--- src/rtl/pkt_fifo_pkg.sv ---
// Shared types for the store-and-forward packet FIFO: write/read FSM states and
// the width of the optional statistics counters.
package pkt_fifo_pkg;

    localparam int STAT_W = 16;

    typedef enum logic [1:0] {
        W_IDLE,
        W_PKT,
        W_DROP
    } wr_state_e;

    typedef enum logic [1:0] {
        R_IDLE,
        R_LOAD,
        R_SEND
    } rd_state_e;

endpackage

--- src/rtl/sdp_ram.sv ---
// Simple dual-port RAM: one write port, one registered read port (1-cycle latency).
// Contents are not reset; the pointers around it decide what is valid.
module sdp_ram #(
    parameter int DATA_W = 8,
    parameter int ADDR_W = 6
) (
    input  logic              clk,
    input  logic              we,
    input  logic [ADDR_W-1:0] waddr,
    input  logic [DATA_W-1:0] wdata,
    input  logic              re,
    input  logic [ADDR_W-1:0] raddr,
    output logic [DATA_W-1:0] rdata
);

    logic [DATA_W-1:0] mem [2**ADDR_W];

    // NOTE: storage arrays carry no reset; clearing them would cost a write per
    // word and buys nothing because no entry is read before it is written.
    always_ff @(posedge clk) begin
        if (we) mem[waddr] <= wdata;
        if (re) rdata <= mem[raddr];
    end

endmodule

--- src/rtl/pkt_fifo_sf.sv ---
// Store-and-forward packet FIFO: a packet is released only once its eop is stored;
// bad packets are dropped whole. Define PKT_FIFO_SF_STAT_EN to add drop/packet counters.
module pkt_fifo_sf
    import pkt_fifo_pkg::*;
#(
    parameter int DATA_W    = 8,
    parameter int DEPTH     = 64,
    parameter int PKT_DEPTH = 8
) (
    input  logic              clk,
    input  logic              rst,
    input  logic [DATA_W-1:0] din,
    input  logic              din_vld,
    input  logic              din_sop,
    input  logic              din_eop,
    output logic [DATA_W-1:0] dout,
    output logic              dout_vld,
    output logic              dout_sop,
    output logic              dout_eop,
    input  logic              b_rdy,
`ifdef PKT_FIFO_SF_STAT_EN
    output logic [STAT_W-1:0] drop_cnt,
    output logic [STAT_W-1:0] pkt_cnt,
`endif
    output logic              pkt_drop
);

    localparam int AW = $clog2(DEPTH);
    localparam int PW = AW + 1;
    localparam int LW = $clog2(PKT_DEPTH);
    localparam logic [PW-1:0] DEPTH_P     = PW'(DEPTH);
    localparam logic [LW:0]   PKT_DEPTH_P = (LW + 1)'(PKT_DEPTH);

    typedef struct packed {
        logic [DATA_W-1:0] data;
        logic              sop;
        logic              eop;
    } beat_t;

    wr_state_e         wr_state_q, wr_state_d;
    logic [PW-1:0]     wr_ptr_q, wr_ptr_d, wr_cmt_q, wr_cmt_d, rd_ptr_q, rd_ptr_d;
    logic              pkt_drop_q, pkt_drop_d;
    logic              ram_we;
    logic [AW-1:0]     ram_waddr;
    logic              ram_full_spec, ram_full_cmt;

    logic [PW-1:0]     len_mem [PKT_DEPTH];
    logic [LW:0]       lf_wr_q, lf_wr_d, lf_rd_q, lf_rd_d, pkt_stored_q, pkt_stored_d;
    logic              lf_push, lf_pop, lf_full, lf_empty;
    logic [PW-1:0]     lf_push_len;

    rd_state_e         rd_state_q, rd_state_d;
    logic [PW-1:0]     rd_rem_q, rd_rem_d;
    logic [AW-1:0]     rd_fetch_q, rd_fetch_d;
    logic              fetch, room;
    logic              fetch_vld_q, fetch_sop_q, fetch_sop_d, fetch_eop_q, fetch_eop_d;
    logic [DATA_W-1:0] ram_rdata;
    beat_t             in_beat;
    beat_t [1:0]       buf_q, buf_d;
    logic [1:0]        buf_cnt_q, buf_cnt_d, occ;
    logic              xfer, eop_xfer;

    assign ram_full_spec = (wr_ptr_q - rd_ptr_q) == DEPTH_P;
    assign ram_full_cmt  = (wr_cmt_q - rd_ptr_q) == DEPTH_P;
    // A packet holds its slot until its eop leaves, so buffered output counts too.
    assign lf_full       = pkt_stored_q == PKT_DEPTH_P;
    assign lf_empty      = lf_wr_q == lf_rd_q;

    // NOTE: every signal assigned here gets a default first, so no path through
    // the block leaves a value unassigned and no latch is inferred.
    always_comb begin
        wr_state_d  = wr_state_q;
        wr_ptr_d    = wr_ptr_q;
        wr_cmt_d    = wr_cmt_q;
        pkt_drop_d  = 1'b0;
        ram_we      = 1'b0;
        ram_waddr   = wr_ptr_q[AW-1:0];
        lf_push     = 1'b0;
        lf_push_len = wr_ptr_q + 1'b1 - wr_cmt_q;
        if (din_vld) begin
            if (din_sop) begin
                // Any sop restarts at the committed pointer, abandoning an open packet.
                wr_ptr_d = wr_cmt_q;
                if (wr_state_q == W_PKT) pkt_drop_d = 1'b1;
                if (lf_full || ram_full_cmt) begin
                    pkt_drop_d = 1'b1;
                    wr_state_d = din_eop ? W_IDLE : W_DROP;
                end else begin
                    ram_we    = 1'b1;
                    ram_waddr = wr_cmt_q[AW-1:0];
                    wr_ptr_d  = wr_cmt_q + 1'b1;
                    if (din_eop) begin
                        wr_cmt_d    = wr_cmt_q + 1'b1;
                        lf_push     = 1'b1;
                        lf_push_len = PW'(1);
                        wr_state_d  = W_IDLE;
                    end else begin
                        wr_state_d = W_PKT;
                    end
                end
            end else begin
                case (wr_state_q)
                    W_PKT: begin
                        if (ram_full_spec) begin
                            wr_ptr_d   = wr_cmt_q;
                            pkt_drop_d = 1'b1;
                            wr_state_d = din_eop ? W_IDLE : W_DROP;
                        end else begin
                            ram_we   = 1'b1;
                            wr_ptr_d = wr_ptr_q + 1'b1;
                            if (din_eop) begin
                                wr_cmt_d   = wr_ptr_q + 1'b1;
                                lf_push    = 1'b1;
                                wr_state_d = W_IDLE;
                            end
                        end
                    end
                    W_DROP:  if (din_eop) wr_state_d = W_IDLE;
                    default: ;
                endcase
            end
        end
    end

    assign occ  = buf_cnt_q + {1'b0, fetch_vld_q} - {1'b0, xfer};
    assign room = occ < 2'd2;

    always_comb begin
        rd_state_d  = rd_state_q;
        rd_rem_d    = rd_rem_q;
        rd_fetch_d  = rd_fetch_q;
        lf_pop      = 1'b0;
        fetch       = 1'b0;
        fetch_sop_d = 1'b0;
        fetch_eop_d = 1'b0;
        case (rd_state_q)
            R_IDLE: begin
                if (!lf_empty) begin
                    lf_pop     = 1'b1;
                    rd_rem_d   = len_mem[lf_rd_q[LW-1:0]];
                    rd_state_d = R_LOAD;
                end
            end
            R_LOAD, R_SEND: begin
                if (room) begin
                    fetch       = 1'b1;
                    fetch_sop_d = rd_state_q == R_LOAD;
                    fetch_eop_d = rd_rem_q == PW'(1);
                    rd_fetch_d  = rd_fetch_q + 1'b1;
                    rd_rem_d    = rd_rem_q - 1'b1;
                    rd_state_d  = (rd_rem_q == PW'(1)) ? R_IDLE : R_SEND;
                end
            end
            default: rd_state_d = R_IDLE;
        endcase
    end

    assign in_beat  = '{data: ram_rdata, sop: fetch_sop_q, eop: fetch_eop_q};
    assign xfer     = (buf_cnt_q != 2'd0) && b_rdy;
    assign eop_xfer = xfer && buf_q[0].eop;

    // Entry 0 drives the outputs; it only changes on a transfer or when empty.
    always_comb begin
        buf_d     = buf_q;
        buf_cnt_d = buf_cnt_q;
        if (xfer) begin
            buf_d[0]  = buf_q[1];
            buf_cnt_d = buf_cnt_q - 2'd1;
        end
        if (fetch_vld_q) begin
            buf_d[buf_cnt_d[0]] = in_beat;
            buf_cnt_d           = buf_cnt_d + 2'd1;
        end
    end

    assign rd_ptr_d     = rd_ptr_q + {{(PW-1){1'b0}}, xfer};
    assign lf_wr_d      = lf_wr_q + {{LW{1'b0}}, lf_push};
    assign lf_rd_d      = lf_rd_q + {{LW{1'b0}}, lf_pop};
    assign pkt_stored_d = pkt_stored_q + {{LW{1'b0}}, lf_push} - {{LW{1'b0}}, eop_xfer};

    // NOTE: state registers use non-blocking assignments so every flop samples
    // the pre-edge values regardless of evaluation order.
    always_ff @(posedge clk) begin
        if (rst) begin
            wr_state_q   <= W_IDLE;
            wr_ptr_q     <= '0;
            wr_cmt_q     <= '0;
            rd_ptr_q     <= '0;
            pkt_drop_q   <= 1'b0;
            lf_wr_q      <= '0;
            lf_rd_q      <= '0;
            pkt_stored_q <= '0;
            rd_state_q   <= R_IDLE;
            rd_rem_q     <= '0;
            rd_fetch_q   <= '0;
            fetch_vld_q  <= 1'b0;
            fetch_sop_q  <= 1'b0;
            fetch_eop_q  <= 1'b0;
            buf_q        <= '0;
            buf_cnt_q    <= '0;
        end else begin
            wr_state_q   <= wr_state_d;
            wr_ptr_q     <= wr_ptr_d;
            wr_cmt_q     <= wr_cmt_d;
            rd_ptr_q     <= rd_ptr_d;
            pkt_drop_q   <= pkt_drop_d;
            lf_wr_q      <= lf_wr_d;
            lf_rd_q      <= lf_rd_d;
            pkt_stored_q <= pkt_stored_d;
            rd_state_q   <= rd_state_d;
            rd_rem_q     <= rd_rem_d;
            rd_fetch_q   <= rd_fetch_d;
            fetch_vld_q  <= fetch;
            fetch_sop_q  <= fetch_sop_d;
            fetch_eop_q  <= fetch_eop_d;
            buf_q        <= buf_d;
            buf_cnt_q    <= buf_cnt_d;
        end
    end

    always_ff @(posedge clk) begin
        if (lf_push) len_mem[lf_wr_q[LW-1:0]] <= lf_push_len;
    end

    sdp_ram #(
        .DATA_W(DATA_W),
        .ADDR_W(AW)
    ) u_data_ram (
        .clk  (clk),
        .we   (ram_we),
        .waddr(ram_waddr),
        .wdata(din),
        .re   (fetch),
        .raddr(rd_fetch_q),
        .rdata(ram_rdata)
    );

    assign dout     = buf_q[0].data;
    assign dout_vld = buf_cnt_q != 2'd0;
    assign dout_sop = buf_q[0].sop;
    assign dout_eop = buf_q[0].eop;
    assign pkt_drop = pkt_drop_q;

`ifdef PKT_FIFO_SF_STAT_EN
    logic [STAT_W-1:0] drop_cnt_q, drop_cnt_d, pkt_cnt_q, pkt_cnt_d;

    always_comb begin
        drop_cnt_d = drop_cnt_q;
        pkt_cnt_d  = pkt_cnt_q;
        if (pkt_drop_q && (drop_cnt_q != '1)) drop_cnt_d = drop_cnt_q + 1'b1;
        if (eop_xfer) pkt_cnt_d = pkt_cnt_q + 1'b1;
    end

    always_ff @(posedge clk) begin
        if (rst) begin
            drop_cnt_q <= '0;
            pkt_cnt_q  <= '0;
        end else begin
            drop_cnt_q <= drop_cnt_d;
            pkt_cnt_q  <= pkt_cnt_d;
        end
    end

    assign drop_cnt = drop_cnt_q;
    assign pkt_cnt  = pkt_cnt_q;
`endif

endmodule

--- config.mk ---
export PLATFORM = sky130hd
export DESIGN_NAME = pkt_fifo_sf
export DESIGN_NICKNAME = d
export VERILOG_FILES = /design/src/rtl/pkt_fifo_pkg.sv /design/src/rtl/sdp_ram.sv /design/src/rtl/pkt_fifo_sf.sv
export SDC_FILE = /design/constraint.sdc
export NUM_CORES = 1
export LEC_CHECK = 0
export ABC_AREA = 1
export ABC_CLOCK_PERIOD_IN_PS = 3600
export BUFFER_PORTS_ARGS = -buffer_cell sky130_fd_sc_hd__buf_2
export CAP_MARGIN = 20
export CORE_ASPECT_RATIO = 1.1
export CORE_MARGIN = 3
export CORE_UTILIZATION = 35
export CTS_CLUSTER_DIAMETER = 60
export CTS_CLUSTER_SIZE = 20
export DETAILED_ROUTE_END_ITERATION = 12
export GPL_TIMING_DRIVEN = 0
export PLACE_DENSITY_LB_ADDON = 0.12
export SLEW_MARGIN = 20
export SYNTH_ARGS = -nofsm -noshare
export SYNTH_HDL_FRONTEND = slang
export SYNTH_SLANG_ARGS = --single-unit
--- constraint.sdc ---
create_clock -name clk -period 3.6 [get_ports clk]
set_input_delay 0.18 -clock clk [delete_from_list [all_inputs] [get_ports clk]]
set_output_delay 0.18 -clock clk [all_outputs]
set_load 0.05 [all_outputs]
* After elaboration in Yosys (flattened, before gate mapping) *
Memories as Yosys holds them, arrays and structs flattened. A register that Yosys moved wholly into a read port is not among the register bits.
Cells that the tools add are included.

storage, ports and cells
  flip-flop bits (word level) = 76
  memory bits (writable) = 568
  input bits = 14
  output and inout port bits = 12
  word-level logic and storage cells = 139
  memories = 2

cells by class
  add/subtract/negate cells = 16
  magnitude comparators = 3
  equal/unequal tests = 13
  mux-type cells = 63
  bitwise operators = 3
  reduce and logical (&&, ||, !) cells = 18

memories
  memory          words  bits a word  rd ports  clocked after Yosys merged registers in  write ports  line               source
  u_data_ram.mem  64     8            1         1                                        1            sdp_ram.sv:16      logic [DATA_W-1:0] mem [2**ADDR_W];
  len_mem         8      7            1         1                                        1            pkt_fifo_sf.sv:47  logic [PW-1:0] len_mem [PKT_DEPTH];

operator list
  kind                   count
  $mux W7                16
  $mux W10               3
  $mux W1                25
  $sub A7 B7 Y7          3
  $bwmux W20             1
  $mux W2                10
  $mux W6                3
  $add A7 B1 Y7 const B  2
  $eq A7 B7 Y1 const B   2
  $pmux W7 S2            1
  $add A4 B1 Y4          3
  $demux W10 S1          1
  $ne A2 B2 Y1 const B   4
  $pmux W2 S2            2
  $reduce_and A2 Y1      4
  $add A7 B1 Y7          1
  $eq A7 B1 Y1 const B   1
  $sub A7 B1 Y7 const B  1
  $add A6 B1 Y6 const B  1
  $reduce_bool A2 Y1     3
  $reduce_and A5 Y1      1
  $eq A2 B1 Y1 const B   2
  $eq A2 B2 Y1 const B   2
  $eq A4 B4 Y1           1
  18 further kinds       23

* Logic depth before layout (Yosys ltp) *
Gate-level depths: netlist of run 1.

  depth in word-level cells = 9
  gate-level depth with buffers = 24
  depth with buffers taken out = 23

* Cells and area by module *
From an unflattened synthesis of run 1, not the netlist that was laid out.

unflattened totals
  cell total of the unflattened synthesis = 2674
  area total of the unflattened synthesis = 28452.3 sq um

by module, submodules not included
  module       instances  cells an instance  area an instance (sq um)  seq. area each (sq um)
  sdp_ram      1          1805               21419.3                   15615.0
  pkt_fifo_sf  1          869                7033.0                    3203.1

* Worst setup path after synthesis of run 1 *
No wires, ideal clock.

  path type = register -> register
  from = register buf_cnt_q[1]
  to = register rd_fetch_q[4]
  setup time = 0.064 ns
  data arrival time = 2.980 ns
  data required time = 3.536 ns
  setup slack = 0.556 ns
  stages on the path, launching flop included = 17
  buffers on the path = 1
  period minus slack after synthesis = 3.044 ns
  path through = dfxtp_1 -> inv_1 -> ha_1 -> inv_1 -> nand2_1 -> inv_1 -> clkbuf_1 -> ha_1 -> inv_1 -> ha_1 -> xor2_1 -> nand2_1 -> inv_1 -> nand2_1 -> o21ai_0 -> nand2_1 -> nor2_1

between the ends
  cells in the longest elaborated chain, start to end = 5
  elaborated cells between the ends (all ways) = 6
  those cells by class = 2 x add/sub; 1 x order compare; 3 x reduce/logical

RTL lines
  element                      line                source
  start, declared              pkt_fifo_sf.sv:60   logic [1:0] buf_cnt_q, buf_cnt_d, occ;
  start signal, assigned       pkt_fifo_sf.sv:217  buf_cnt_q <= buf_cnt_d;
  $reduce_bool A2 Y1           -
  net dout_vld                 pkt_fifo_sf.sv:17   output logic dout_vld,
  $logic_and A1 B1 Y1          pkt_fifo_sf.sv:159  assign xfer = (buf_cnt_q != 2'd0) && b_rdy;
  $sub A2 B1 Y2                pkt_fifo_sf.sv:125  assign occ = buf_cnt_q + {1'b0, fetch_vld_q} - {1'b0, xfer};
  $lt A2 B2 Y1                 pkt_fifo_sf.sv:126  assign room = occ < 2'd2;
  $reduce_and A2 Y1 (no line)  -
  end signal, assigned         pkt_fifo_sf.sv:212  rd_fetch_q <= rd_fetch_d;
  end, declared                pkt_fifo_sf.sv:54   logic [AW-1:0] rd_fetch_q, rd_fetch_d;

The timed path passes the listed nets, and every way through them passes these cells.
A chain may end at the register's enable or synchronous reset.

* Worst setup path after layout of run 1 *
  from = register rd_ptr_q[4]
  to = memory u_data_ram.mem[1][0], enable pin

between the ends
  cells in the longest elaborated chain, start to end = 8
  elaborated cells between the ends (all ways) = 15
  those cells by class = 2 x add/sub; 2 x eq/ne; 10 x mux; 1 x reduce/logical

RTL lines
  element                                               line                                   source
  start, declared                                       pkt_fifo_sf.sv:41                      logic [PW-1:0] wr_ptr_q, wr_ptr_d, wr_cmt_q, wr_cmt_d, rd_ptr_q, rd_ptr_d;
  start signal, assigned                                pkt_fifo_sf.sv:205                     rd_ptr_q <= rd_ptr_d;
  $sub A7 B7 Y7 (on tied branches)                      pkt_fifo_sf.sv:63, pkt_fifo_sf.sv:64
  $eq A7 B7 Y1 (on tied branches)                       pkt_fifo_sf.sv:63, pkt_fifo_sf.sv:64
  $mux W1 / $logic_or A1 B1 Y1 (equally long branches)  pkt_fifo_sf.sv:104, pkt_fifo_sf.sv:85
  $mux W1 (on tied branches)                            pkt_fifo_sf.sv:102, pkt_fifo_sf.sv:85
  $mux W1                                               pkt_fifo_sf.sv:81                      if (din_sop) begin
  $mux W1                                               pkt_fifo_sf.sv:80                      if (din_vld) begin
  $mux W1                                               sdp_ram.sv:21                          if (we) mem[waddr] <= wdata;
  $mux W1 (not written as such)                         sdp_ram.sv:21
  end, declared                                         sdp_ram.sv:16

Parallel ways exist; a longest one is shown, timed or not.

==> impl_metrics.toml, run 1 <==
[run_status]
status = "complete, but fails checks"
violations = "setup timing"

[die]
rows = 107
coreArea_um2 = 77800
fp.dieW_um = 274
die_area_um2 = 82100
die_h_um = 300
pin_count = 26
initial_core_util_pct = 35.4

[sta]
setup_viol = 8
skew_ns = 0.0382
hold_viol_final = 0
setup_slack_ns = -0.0457
rsz0062_at_grt = "true"
worst_pin_slew_ns = 1.12
fin_crit_sh_pct = 101
max_freq_ghz = 0.274
fin_crit_ns = 3.65
slew_viol_final = 0
slew_headroom_pct = 25.1

[worst_setup_path]
arrival_ns = 3.91
worst_setup_path_end_kind = "register"
cp_slowest_cell = "nor2_2"
slowest_delay_ns = 0.69
critPathLaunch = "rd_ptr_q[4]"
r2r_start = "rd_ptr_q[4]"
cp_top_family = "simple AND/OR/NAND/NOR gates"
required_ns = 3.86
cp_max_fo = 10
cp_common_cell = "nand3_2"
start_kind = "register"
critPathKind = "register to register"
crit_buf_inv = 2
crit_chain = "inv_2 -> ha_1 -> nand2_1 -> nor2_1 -> nand2_1 -> nand3_2 -> nand2_2 -> nand3_2 -> nand4_2 -> buf_6 -> o21ai_1 -> nand3_2 -> nor2_2"

[synth]
yosysMostFrequentCell = "edfxtp_1"
yosysUniqueCellTypes = 44
yosys-top-cells-count = "576 x edfxtp_1, 462 x nor2_1, 340 x o21ai_0, 219 x nand2_1, 122 x clkbuf_1"
syn_inst = 2406
syn_avg_cell_area_um2 = 11.5
synthesis.nets = 2463
synth_top_cell_by_area = "edfxtp_1"
yosysSeqAreaShare_pct = 68.3
synthArstFlopShare_pct = 0
ys_ff_latch = 652
synth_top_area_share_pct = 62.8
synth_edf_count = 576
synth.top_cells.by_area = "edfxtp_1 63%, nor2_1 6.3%, o21ai_0 6.2%"
syn_area_um2 = 27600
synthFlopType = "edfxtp_1"
yosysWarnings = 0

[power_and_ir_drop]
vdd_ir_drop_max_v = 0.000397
p_int_mw = 13.2
p_leak_nw = 10.6
p_clk_share_pct = 30.3
combPwrFrac_pct = 27.9
p_sw_mw = 7.79
finalPower_mw = 21.0
power_density_nw_per_um2 = 656
switching_share_pct = 37.1
power_frac_seq_pct = 41.7

[final_layout]
final_nets = 2583
drive_gt1_share_pct = 11.6
syn2layout_area_growth_pct = 16.1
post-route-util_pct = 41.2

[global_routing]
overflow = 0
grt_pass1_wl_um = 136000
antenna_found_initial = 2
gr-usage-met3_pct = 3.96
first_global_vias = 18800
grt_busiest_layer = "met2"
track_usage_pct = 23.0
use_met1_pct = 33.5
grtUsageMet2_pct = 35.2
grt_max_degree = 65

[clock_tree]
insertion_delay_ns = 0.64
clk_pin_slew_ns = 0.08
root_buffer = "clkbuf_16"
cts.sinks = 652
numCtsBuffers = 53
cts_htree_levels = 2
cts_tree = "yes"
clock_path_buffers = 3

[drt]
ant_nets = 0
drt_wl_total_um = 96000
wl_per_cell_um = 26.6
route.vias.total = 19800
route.detailed.drc = 0
first_pass_iters = 7
drtIter0Drc = 2203
via_per_inst = 5.50

[placed_design]
globalplace.congestion = 0.943
io_buffer_count = 24
dp_hpwl_um = 65300

[min_path]
holdCritPathClass = "input pin to register"
min-delay-start = "b_rdy"

[flow_run]
cap_violations = 0
-- repair_timing --
| item | in CTS | in global routing |
|---|---|---|
| hold endpoints to repair | 7 | 0 |
| endpoints found under the setup margin | 475 | 489 |
| gates cloned | 0 | 0 |
| gates resized for setup | 82 | 61 |
| buffers inserted | 8 | 29 |
| pin swaps | 5 | 26 |
| hold buffers | 3 | 0 |
-- placed cells by master (no fill, tap or decap), types with 38 or more instances in the layout --
| master | synthesis | routed |
|---|---|---|
| nor2_1 | 462 | 393 |
| nand3_1 | 72 | 72 |
| o22ai_1 | 84 | 84 |
| nand4_1 | 38 | 38 |
| inv_1 | 117 | 112 |
| nor2_4 | 2 | 59 |
| ha_1 | 41 | 39 |
| edfxtp_1 | 576 | 576 |
| dfxtp_1 | 76 | 71 |
| nand2_1 | 219 | 217 |
| o21ai_0 | 340 | 340 |
| clkbuf_16 | 0 | 53 |
| clkbuf_1 | 122 | 119 |
| o221ai_1 | 58 | 58 |
| a21oi_1 | 53 | 53 |
-- per-stage QoR --
stage	area, um2	cells	worst slack, ns	hold WS, ns	TNS [ns]
finish	32000	3604	-0.0457	0.0857	-0.194
floorplan	27600	2406	0.556	0.258	0
global route	32000	3603	-0.166	0.102	-9.62
detailed placement	29100	3467	-0.655	0.452	-94.48
CTS	31300	3574	-0.306	0.00546	-10.23
global placement	29000	3465	-0.638	0.449	-106.18
-- path summary, 6_finish.rpt --
kind	to	slack, ns	cells after the start
worst max-delay path	u_data_ram.mem[1][0]	-0.05	13
worst min-delay path	dout_eop	0.09	6
worst max register to register	u_data_ram.mem[1][0]	-0.05	13
worst min register to register	lf_rd_q[3]	0.48	2
-- state kept, by name, summed over array words and instances (netlist names), 6 cells and up --
register          count
rd_fetch_q            6
u_data_ram.rdata      8
buf_q                10
wr_cmt_q              7
rd_ptr_q              7
rd_rem_q              7
dout                  8
u_data_ram.mem      512
wr_ptr_q              7
len_mem              56
-- per-layer routing --
layer  part of all wire (%)  up-vias
met2                     45      780
met3                    7.4      144
met4                    2.9        0
li1                       -     8932
met5                      0        -
met1                     45     9977
-- power by group through the flow --
stage / Sequential [mW] / Clock, mW / Combinational, mW
6_report: 8.77 / 6.38 / 5.87
5_1_grt: 8.80 / 6.79 / 6.32
4_1_cts: 8.76 / 6.49 / 5.73
3_5_place_dp: 8.94 / 0 / 5.66
3_3_place_gp: 8.93 / 0 / 5.59
2_1_floorplan: 8.90 / 0 / 3.21
-- layout make-up --
type	instances	area, um2
Inverter	122	465
Antenna cell	1	2.50
Timing Repair Buffer	66	743
Fill cell	7330	45800
Tap cell	1035	1290
Buffer	144	616
Sequential cell	652	18800
Multi-Input combinational cell	1487	8170
Clock inverter	42	556
Clock buffer	55	1330
-- cell families (layout without fill, tap and decap cells) --
group                      after synthesis  in the layout  synth area share, %
other                                    0              1                    0
and+or+nand+nor                        831            831                 12.7
xor gates and xnor gates                23             23                0.731
buffers and inverters                  267            429                 3.89
AOI/OAI and AO/OA                      590            590                 12.4
adders and majority gates               43             43                 2.01
DFF                                    652            652                 68.3
-- tightest hold or removal path: cells and delay by family --
family	cells	cell delay, ns
AOI/OAI and AO/OA	1	0.08
buffers and inverters	2	0.11
and+or+nand+nor	3	0.30
No activity file was read; power rests on OpenSTA's default activity.
==> inputs of run 2 (changes only) <==
--- a/config.mk
+++ b/config.mk
@@ -11,7 +11,7 @@
 export CAP_MARGIN = 20
 export CORE_ASPECT_RATIO = 1.1
 export CORE_MARGIN = 3
-export CORE_UTILIZATION = 35
+export CORE_UTILIZATION = 31
 export CTS_CLUSTER_DIAMETER = 60
 export CTS_CLUSTER_SIZE = 20
 export DETAILED_ROUTE_END_ITERATION = 12
==> impl_metrics.toml, run 2 (same netlist as run 1, synthesis figures left out) <==
[run_status]
status = "completed"

[clock_tree]
root_buffer = "clkbuf_16"
clk_pin_slew_ns = 0.08
numCtsBuffers = 47
insertion_delay_ns = 0.64
clock_path_buffers = 3
cts_tree = "yes"
cts_htree_levels = 2
cts.sinks = 652

[final_layout]
regMostFlops = "u_data_ram.mem"
fillers = 8607
multiInputGateArea_um2 = 8250
final_nets = 2567
fin_cells = 3703
seqCellArea_um2 = 18800
drive_gt1_share_pct = 10.9
largest_register_ffs = 512
syn2layout_area_growth_pct = 15.1
final_cell_mix = "576 x edfxtp_1, 392 x nor2_1, 340 x o21ai_0"
layout_commonest_cell = "edfxtp_1"

[global_routing]
grt_pass1_wl_um = 140000
first_global_vias = 19000
track_usage_pct = 20.7
antenna_found_initial = 1
grt_max_degree = 65
overflow = 0

[worst_setup_path]
critPathKind = "register to register"
start_kind = "register"
arrival_ns = 3.75
worst_setup_path_end_kind = "register"
cp_max_fo = 10
required_ns = 3.87

[drt]
drt_wl_total_um = 98000
route.detailed.drc = 0
ant_nets = 0
drtIter0Drc = 2231
first_pass_iters = 5
via_per_inst = 5.30
wl_per_cell_um = 26.5
route.vias.total = 19600

[power_and_ir_drop]
power_density_nw_per_um2 = 641
p_leak_nw = 10.4
vdd_ir_drop_max_v = 0.000334

[sta]
rsz0062_at_grt = "true"
slew_headroom_pct = 30.4
hold_viol_final = 0
setup_slack_ns = 0.122
fin_crit_sh_pct = 96.6
hold_ws_ns = 0.0859
setup_viol = 0
fin_crit_ns = 3.48
max_freq_ghz = 0.288
worst_pin_slew_ns = 1.04
slew_viol_final = 0
skew_ns = 0.0379

[die]
coreArea_um2 = 88000
die_area_um2 = 92500
pin_count = 26
rows = 114
die_h_um = 319
initial_core_util_pct = 31.3
fp.dieW_um = 290

[placed_design]
dpl.cell_count = 3593
globalplace.congestion = 0.900
place_ws_ns = -0.833
dp_hpwl_um = 67400
io_buffer_count = 24

[flow_run]
cap_violations = 0

[min_path]
holdCritPathClass = "input pin to register"
run 2: path summary, 6_finish.rpt:
kind / start / endpoint / slack (ns) / cells after the start
worst max-delay path: rd_ptr_q[4] / u_data_ram.mem[52][7] / 0.12 / 13
worst min-delay path: din_vld / wr_state_q[1] / 0.09 / 4
worst max register to register: rd_ptr_q[4] / u_data_ram.mem[52][7] / 0.12 / 13
worst min register to register: lf_rd_q[3] / lf_rd_q[3] / 0.49 / 2
run 2: cell type report:
cell class / instances / area share (%)
timing repair buffer: 57 / 1.79
multi-input combinational: 1487 / 26.0
tap: 1160 / 4.57
antenna: 1 / 0.00789
buffer: 143 / 1.92
sequential: 652 / 59.4
clock buffer: 55 / 3.87
inverter: 122 / 1.48
clock inverter: 26 / 1.02
run 2: timing repair:
| action | CTS | global route |
|---|---|---|
| setup endpoints to repair | 467 | 534 |
| endpoints found under the hold margin | 28 | 0 |
| gates resized for setup | 86 | 70 |
| setup buffers | 7 | 19 |
| pin swaps | 5 | 15 |
| hold buffers | 4 | 0 |
run 2: power by group:
part | leakage (nW) | total, mW | internal [mW] | switching [mW]
combinational | 3.83 | 5.93 | 1.44 | 4.49
sequential | 5.81 | 8.77 | 8.58 | 0.189
clock | 0.765 | 5.65 | 2.76 | 2.89
run 2: through the flow:
step | util [%] | area (um2) | TNS, ns | total power [mW]
global route | 36.0 | 31700 | -1.62 | 21.2
detailed placement | 33.2 | 29200 | -119.37 | 14.7
finish | 36.1 | 31700 | 0 | 20.3
CTS | 35.4 | 31200 | -9.68 | 20.3
global placement | 33.1 | 29100 | -141.55 | 14.6
floorplan | - | 27600 | 0 | 12.1
run 2: metal layers:
layer | wire length, um | GRT usage (%)
met1 | 43600 | 28.7
met2 | 44700 | 32.9
met3 | 6150 | 3.48
met4 | 3590 | 7.38
met5 | 0 | 0
run 2: critical path, cell delays in order, from the launching register on:
cell and delay, ns:
dfxtp_1 0.35, inv_2 0.08, ha_2 0.39, nand2_1 0.09, nor2_1 0.11, nand2_1 0.08
nand3_2 0.07, nand2_2 0.06, nand3_2 0.11, nand4_2 0.19, buf_6 0.21, o21ai_1 0.35
nand3_2 0.51, nor2_4 0.54
